$ cat config.mk
export PLATFORM = sky130hd
export DESIGN_NAME = down_counter
export DESIGN_NICKNAME = d
export VERILOG_FILES = /design/src/rtl/down_counter.sv
export SDC_FILE = /design/constraint.sdc
export NUM_CORES = 1
export LEC_CHECK = 0
export ABC_AREA = 1
export BUFFER_PORTS_ARGS = -buffer_cell sky130_fd_sc_hd__buf_4
export CORE_MARGIN = 3
export CORE_UTILIZATION = 25
export DETAILED_ROUTE_END_ITERATION = 10
export GPL_ROUTABILITY_DRIVEN = 0
export GPL_TIMING_DRIVEN = 0
export HOLD_SLACK_MARGIN = 0.1
export PLACE_DENSITY_LB_ADDON = 0.1
export SYNTH_ARGS = -nofsm -noshare
export SYNTH_HDL_FRONTEND = slang
export SYNTH_SLANG_ARGS = --single-unit
$ cat constraint.sdc
create_clock -name C -period 3.4 [get_ports C]
set_input_delay 0.17 -clock C [delete_from_list [all_inputs] [get_ports C]]
set_output_delay 0.17 -clock C [all_outputs]
set_load 0.1 [all_outputs]
$ cat src/rtl/down_counter.sv
// Loadable down-counter / countdown timer with one-shot and auto-reload modes.
// Counts a loaded value toward zero and pulses tc for one cycle at terminal count.
module down_counter #(
    parameter int unsigned WIDTH = 8
) (
    input  logic             C,
    input  logic             R,
    input  logic             ld,
    input  logic [WIDTH-1:0] D,
    input  logic             start,
    input  logic             stop,
    input  logic             en,
    input  logic             mode,
    output logic [WIDTH-1:0] Q,
    output logic [WIDTH-1:0] Qbar,
    output logic             tc,
    output logic             busy,
    output logic             done
);

    // Each non-idle state owns one bit, so busy/done come straight off a flop.
    localparam logic [1:0] IDLE = 2'b00;
    localparam logic [1:0] RUN  = 2'b01;
    localparam logic [1:0] DONE = 2'b10;

    localparam logic [WIDTH-1:0] ONE = WIDTH'(1);

    logic [WIDTH-1:0] q_q, q_d;
    logic [WIDTH-1:0] rv_q, rv_d;
    logic [1:0]       state_q, state_d;
    logic             tc_q, tc_d;

    always_comb begin
        q_d     = q_q;
        rv_d    = rv_q;
        state_d = state_q;
        tc_d    = 1'b0;
        if (ld) begin
            rv_d    = D;
            q_d     = D;
            state_d = IDLE;
        end else if (stop && state_q == RUN) begin
            state_d = IDLE;
        end else if (start && state_q == IDLE && q_q != '0) begin
            state_d = RUN;
        end else if (start && state_q == DONE && rv_q != '0) begin
            q_d     = rv_q;
            state_d = RUN;
        end else if (state_q == RUN && en) begin
            if (q_q > ONE) begin
                q_d = q_q - ONE;
            end else if (q_q == ONE) begin
                tc_d = 1'b1;
                if (mode) begin
                    q_d = rv_q;
                end else begin
                    q_d     = '0;
                    state_d = DONE;
                end
            end
        end
    end

    always_ff @(posedge C or negedge R) begin
        if (!R) begin
            q_q     <= '0;
            rv_q    <= '0;
            state_q <= IDLE;
            tc_q    <= 1'b0;
        end else begin
            q_q     <= q_d;
            rv_q    <= rv_d;
            state_q <= state_d;
            tc_q    <= tc_d;
        end
    end

    assign Q    = q_q;
    assign Qbar = ~q_q;
    assign tc   = tc_q;
    assign busy = state_q[0];
    assign done = state_q[1];

endmodule
-- Word level (Yosys, flattened, before mapping)
Index checks and enable logic that the tools add are counted.
- div/mod/pow operators: 0
- reductions and logical operators: 15
- bitwise operators: 1
- mux-type cells: 23
- magnitude comparators: 1
- add/sub/neg operators: 1
- multipliers: 0
- shift-type cells: 0
- equal/unequal tests: 7
- operators by type and width (kind ; number):
    $mux W8 ; 8
    $mux W2 ; 8
    $reduce_bool A8 Y1 ; 2
    $reduce_bool A5 Y1 ; 2
    $eq A8 B1 Y1 const B ; 1
    $gt A8 B1 Y1 const B ; 1
    $not A8 Y8 ; 1
    $reduce_and A4 Y1 ; 2
    $sub A8 B1 Y8 const B ; 1
    $mux W1 ; 7
    $logic_and A1 B1 Y1 ; 6
    $ne A5 B2 Y1 const B ; 1
    $ne A5 B5 Y1 const B ; 1
    $ne A2 B2 Y1 const B ; 2
    $reduce_bool A4 Y1 ; 1
    $reduce_bool A3 Y1 ; 1
    $eq A2 B1 Y1 const B ; 1
    $eq A2 B2 Y1 const B ; 1
    $logic_not A2 Y1 ; 1
- RAM bits: 0
- ROM bits: 0
- latch bits: 0
- input bits: 15
- memories kept: 0
- output and inout bits: 19
- register bits after elaboration: 19
- word-level logic and storage cells: 52

-- Logic depth before layout (Yosys ltp)
- word-level depth: 8
- gate-level depth with buffers: 13
- gate-level depth less buffers: 12

-- Worst setup path after synthesis
No wires, ideal clock.
- path kind: flip-flop to flip-flop
- start point: reg q_q[0] (netlist: Q[0])
- end point: reg q_q[3] (netlist: Q[3])
- slack: 0.452 ns
- buffers on the path: 1
- stages on the path, launching flop included: 14
- setup time: 0.120 ns
- period minus slack after synthesis: 2.948 ns
- data required time: 3.280 ns
- arrival time: 2.828 ns
- cells stage by stage: dfrtp_1 -> inv_1 -> ha_1 -> nand2_2 -> inv_1 -> nand2_1 -> o21ai_2 -> nand2_1 -> nand2_1 -> nand2_2 -> buf_6 -> nand2_1 -> nand2_1 -> nand2_1
- longest elaborated chain between the ends: 7
- elaborated cells between the ends (all ways): 14
- those cells by class: 1 x add/sub; 1 x order compare; 2 x eq/ne; 6 x mux; 4 x reduce/logical
- RTL lines (element ; line ; source):
    start, declared ; 28 ; logic [WIDTH-1:0] q_q, q_d;
    start signal, assigned ; 71 ; q_q <= q_d;
    $sub A8 B1 Y8 / $gt A8 B1 Y1 (equally long branches) ; 51, 50 ;
    $mux W8 ; 50 ; if (q_q > ONE) begin
    $mux W8 ; 49 ; end else if (state_q == RUN && en) begin
    $mux W8 ; 46 ; end else if (start && state_q == DONE && rv_q != '0) begin
    $mux W8 ; 44 ; end else if (start && state_q == IDLE && q_q != '0) begin
    $mux W8 ; 42 ; end else if (stop && state_q == RUN) begin
    $mux W8 ; 38 ; if (ld) begin
Parallel ways exist; a longest one is shown, timed or not. The select of a mux whose other input is x is not followed.
A chain may end at the register's enable or synchronous reset.

-- Final worst setup path
- start point: reg q_q[0] (netlist: Q[0])
- end point: reg q_q[1] (netlist: Q[1])
The elaborated chain is that of the path after synthesis.

==> PnR_summary.wiki <==
{| class="wikitable"
! Metric !! Value
|-
| Run status || completed
|-
| Count of port buffers added during placement || 32
|-
| Total detailed-routing wirelength || approximately 3500 um
|-
| Antenna Violating Nets Remaining || 0
|-
| Min setup slack post-route || ~1600 ps
|-
| H-tree levels || 1
|-
| Setup TNS || 0 ps
|-
| Seq/Total Area, Yosys || 0.382
|-
| Crit path time final || around 1800 ps
|-
| Number of flip-flops and latches in the synthesized netlist || 19
|-
| Cell at the root of the clock tree || clkbuf_8
|-
| Count of flip-flops with a built-in enable after synthesis || 0
|-
| Sum of overflow across all layers after global routing || 0
|-
| Final non-filler cell area || 0.00163 mm^2
|-
| Synthesis Warnings || 0
|-
| Max Transition Viols Final || 0
|-
| Final cell count without fillers || ~290
|-
| Die height || about 77 um
|-
| Synth-to-layout area growth || 30.5%
|-
| Max-slew headroom || 0.716
|-
| Cts bufs inserted || 3
|-
| DR vias || 1,196
|-
| Final Hold Slack || around 130 ps
|-
| Most area-consuming cells after synthesis || dfrtp_1 38%, nand2_1 19%, nand3_1 10%
|-
| Number of filler instances in the final layout || ~530
|-
| Core Util, Final || 0.340
|-
| Most common library cell in the layout ignoring fill and taps || nand2_1
|-
| Total half-perimeter wirelength after legalization and detailed placement || ~2800 um
|-
| Worst setup path class || register to register
|-
| Distinct cell type count after synthesis || 23
|-
| Worst Path Max Fanout || 6
|-
| Chip width || about 77 um
|-
| Power per standard cell area || 807 mW/mm^2
|-
| Share of synthesized flip-flops with an asynchronous set or reset || 1.00
|-
| Leakage power || approximately 0.88 nW
|-
| Period utilization || 0.523
|-
| Initial detailed-routing violation count || 31
|-
| Series of cell instances along the critical path || inv_1 -> ha_1 -> nand2_2 -> a21oi_2 -> nand2_2 -> nand2_2 -> nand3_1 -> nand3_1 -> nand2_1 -> nand2_1
|-
| Synthesized net count || 202
|-
| VDD IR-drop max || between 0.0004 and 0.0005 V
|-
| Clock transition at the registers of the reported paths || about 80 ps
|-
| Pin count of the biggest net entering global routing || 20
|-
| Global router's overall resource usage || 0.126
|-
| Arrival time reported for the critical path endpoint || about 2000 ps
|-
| Detailed Routing Iterations Pass 1 || 4
|-
| Total inserted antenna cells || 0
|-
| Highest-count cells in the layout ignoring fill and taps || 64 x nand2_1, 32 x buf_4, 26 x nand3_1, 20 x nor2_1, 19 x dfrtp_1
|-
| Post-route DRC violation count || 0
|-
| Post-placement cell area || ~0.0016 mm^2
|-
| Avg Cell Area, Syn || between 6 and 7 um^2
|-
| Fraction of final layout cells sized beyond drive strength 1 || 0.235
|-
| Crit-path max cell delay || 410 ps
|-
| Critical Path End Type || register
|-
| Number of placed instances with taps included || approximately 280
|-
| Post-CTS Repair Setup Buffers || 0
|-
| Io pins || 34
|-
| CTS Buffer Depth || 2
|-
| Post-synthesis instance area || around 0.0012 mm^2
|-
| Required @ worst endpoint || roughly 3600 ps
|-
| Cell seen most often among critical-path stages || nand2_2
|-
| Post-route clock skew || between 5 and 6 ps
|-
| Ys flop type || dfrtp_1
|-
| Overall die area || 0.00587 mm^2
|-
| Via count of the first global-routing pass || between 1k and 1.5k
|-
| Instance count of the mapped netlist || 184
|-
| Insertion delay to the later sink of the worst-skew pair || approximately 260 ps
|-
| Antenna violations before repair || 0
|-
| Number of failing setup endpoints in the final timing report || 0
|-
| Cell accounting for the most synthesized area || dfrtp_1
|-
| Final count of hold timing violations || 0
|-
| Post-Place Setup Slack || about 1600 ps
|-
| Number of nets in the layout || 240
|-
| Wire length of the first global-routing pass || around 5900 um
|-
| Worst hold path class || primary input to register
|-
| RSZ-0062 raised after global routing || false
|-
| Number of clock sinks || 19
|-
| Total chip power || 1.31 mW
|-
| Placeable core region || ~0.0048 mm^2
|-
| Detailed-route wire length per cell || around 12 um
|-
| Setup crit start kind || register
|-
| Synth top area share || 0.382
|-
| Actual slew at the worst max-slew pin || 425 ps
|-
| Via/cell ratio || about 4.2
|-
| TritonCTS clock tree || done
|-
| Num rows || 25
|-
| Max-capacitance violation count || 0
|-
| Starting density of the core || 0.260
|-
| Cell with the largest stage delay on the worst path || dfrtp_1
|-
| Fmax || between 500 and 600 MHz
|}
==> metal layers <==
layer,up-vias,track usage,share of wire
li1,647,-,-
met1,524,0.166,0.50
met2,23,0.209,0.45
met3,2,0.0319,0.044
met4,0,0.0217,0.0055
met5,-,0,0
==> synth_stat cells (2+ instances only) <==
cell type / number
nor2_1: 20
xor2_1: 3
clkinv_1: 2
inv_2: 3
nand2_1: 64
ha_1: 3
a21oi_1: 2
nand3_1: 26
clkbuf_1: 2
inv_1: 18
nor2_2: 2
o21ai_0: 6
dfrtp_1: 19
nand2_2: 5
==> state kept, by name (all words and copies together) (netlist names) <==
| name | flops |
|---|---|
| Q | 8 |
| rv_q | 8 |
| state_q | 2 |
| tc | 1 |
==> area by class of cell <==
cell class                 count  area (um^2)  share of cell area
buffer                         4         23.8              0.0146
clock buffer                   3         41.3              0.0254
clock inverter                 1         5.00             0.00308
inverter                      23         86.3              0.0531
multi-input combinational    138          661               0.406
sequential                    19          475               0.292
tap                           67         83.8              0.0515
timing repair buffer          33          250               0.154
==> power by group <==
group | internal, mW | switching (mW) | total, mW
Sequential | 0.265 | 0.0521 | 0.317
Combinational | 0.178 | 0.653 | 0.832
Clock | 0.0816 | 0.0821 | 0.164
==> cell families after synthesis <==
| logic type | count (synthesis) | share of synthesized area |
|---|---|---|
| xor gates and xnor gates | 3 | 0.0211 |
| adders and majority gates | 3 | 0.0301 |
| buffers and inverters | 27 | 0.0883 |
| and+or+nand+nor | 120 | 0.412 |
| DFF | 19 | 0.382 |
| AOI/OAI and AO/OA | 12 | 0.0673 |
==> critical path: cells and delay by family (launching register included) <==
kind	cells	cell delay (ps)
flops	1	410
buf+inv	1	160
fa+ha+maj	1	230
simple gates	7	660
compound gates	1	260
==> path summary, 6_finish.rpt <==
path | from | slack [ps] | end | depth (start not counted)
max | Q[0]$_DFFE_PN0P_ | 1620 | Q[1]$_DFFE_PN0P_ | 10
min | D[0] | 130 | rv_q[0]$_DFFE_PN0P_ | 3
max reg2reg | Q[0]$_DFFE_PN0P_ | 1620 | Q[1]$_DFFE_PN0P_ | 10
min reg2reg | rv_q[6]$_DFFE_PN0P_ | 510 | rv_q[6]$_DFFE_PN0P_ | 2
max in group asynchronous | R | 2860 | Q[4]$_DFFE_PN0P_ | 2
min in group asynchronous | R | 330 | rv_q[7]$_DFFE_PN0P_ | 2
==> what timing repair did <==
item / 4_1_cts / 5_1_grt
hold buffers: 1 / 0
endpoints found under the hold margin: 19 / 0
gates resized for setup: 0 / 0
(Power assumes the default switching activity.)
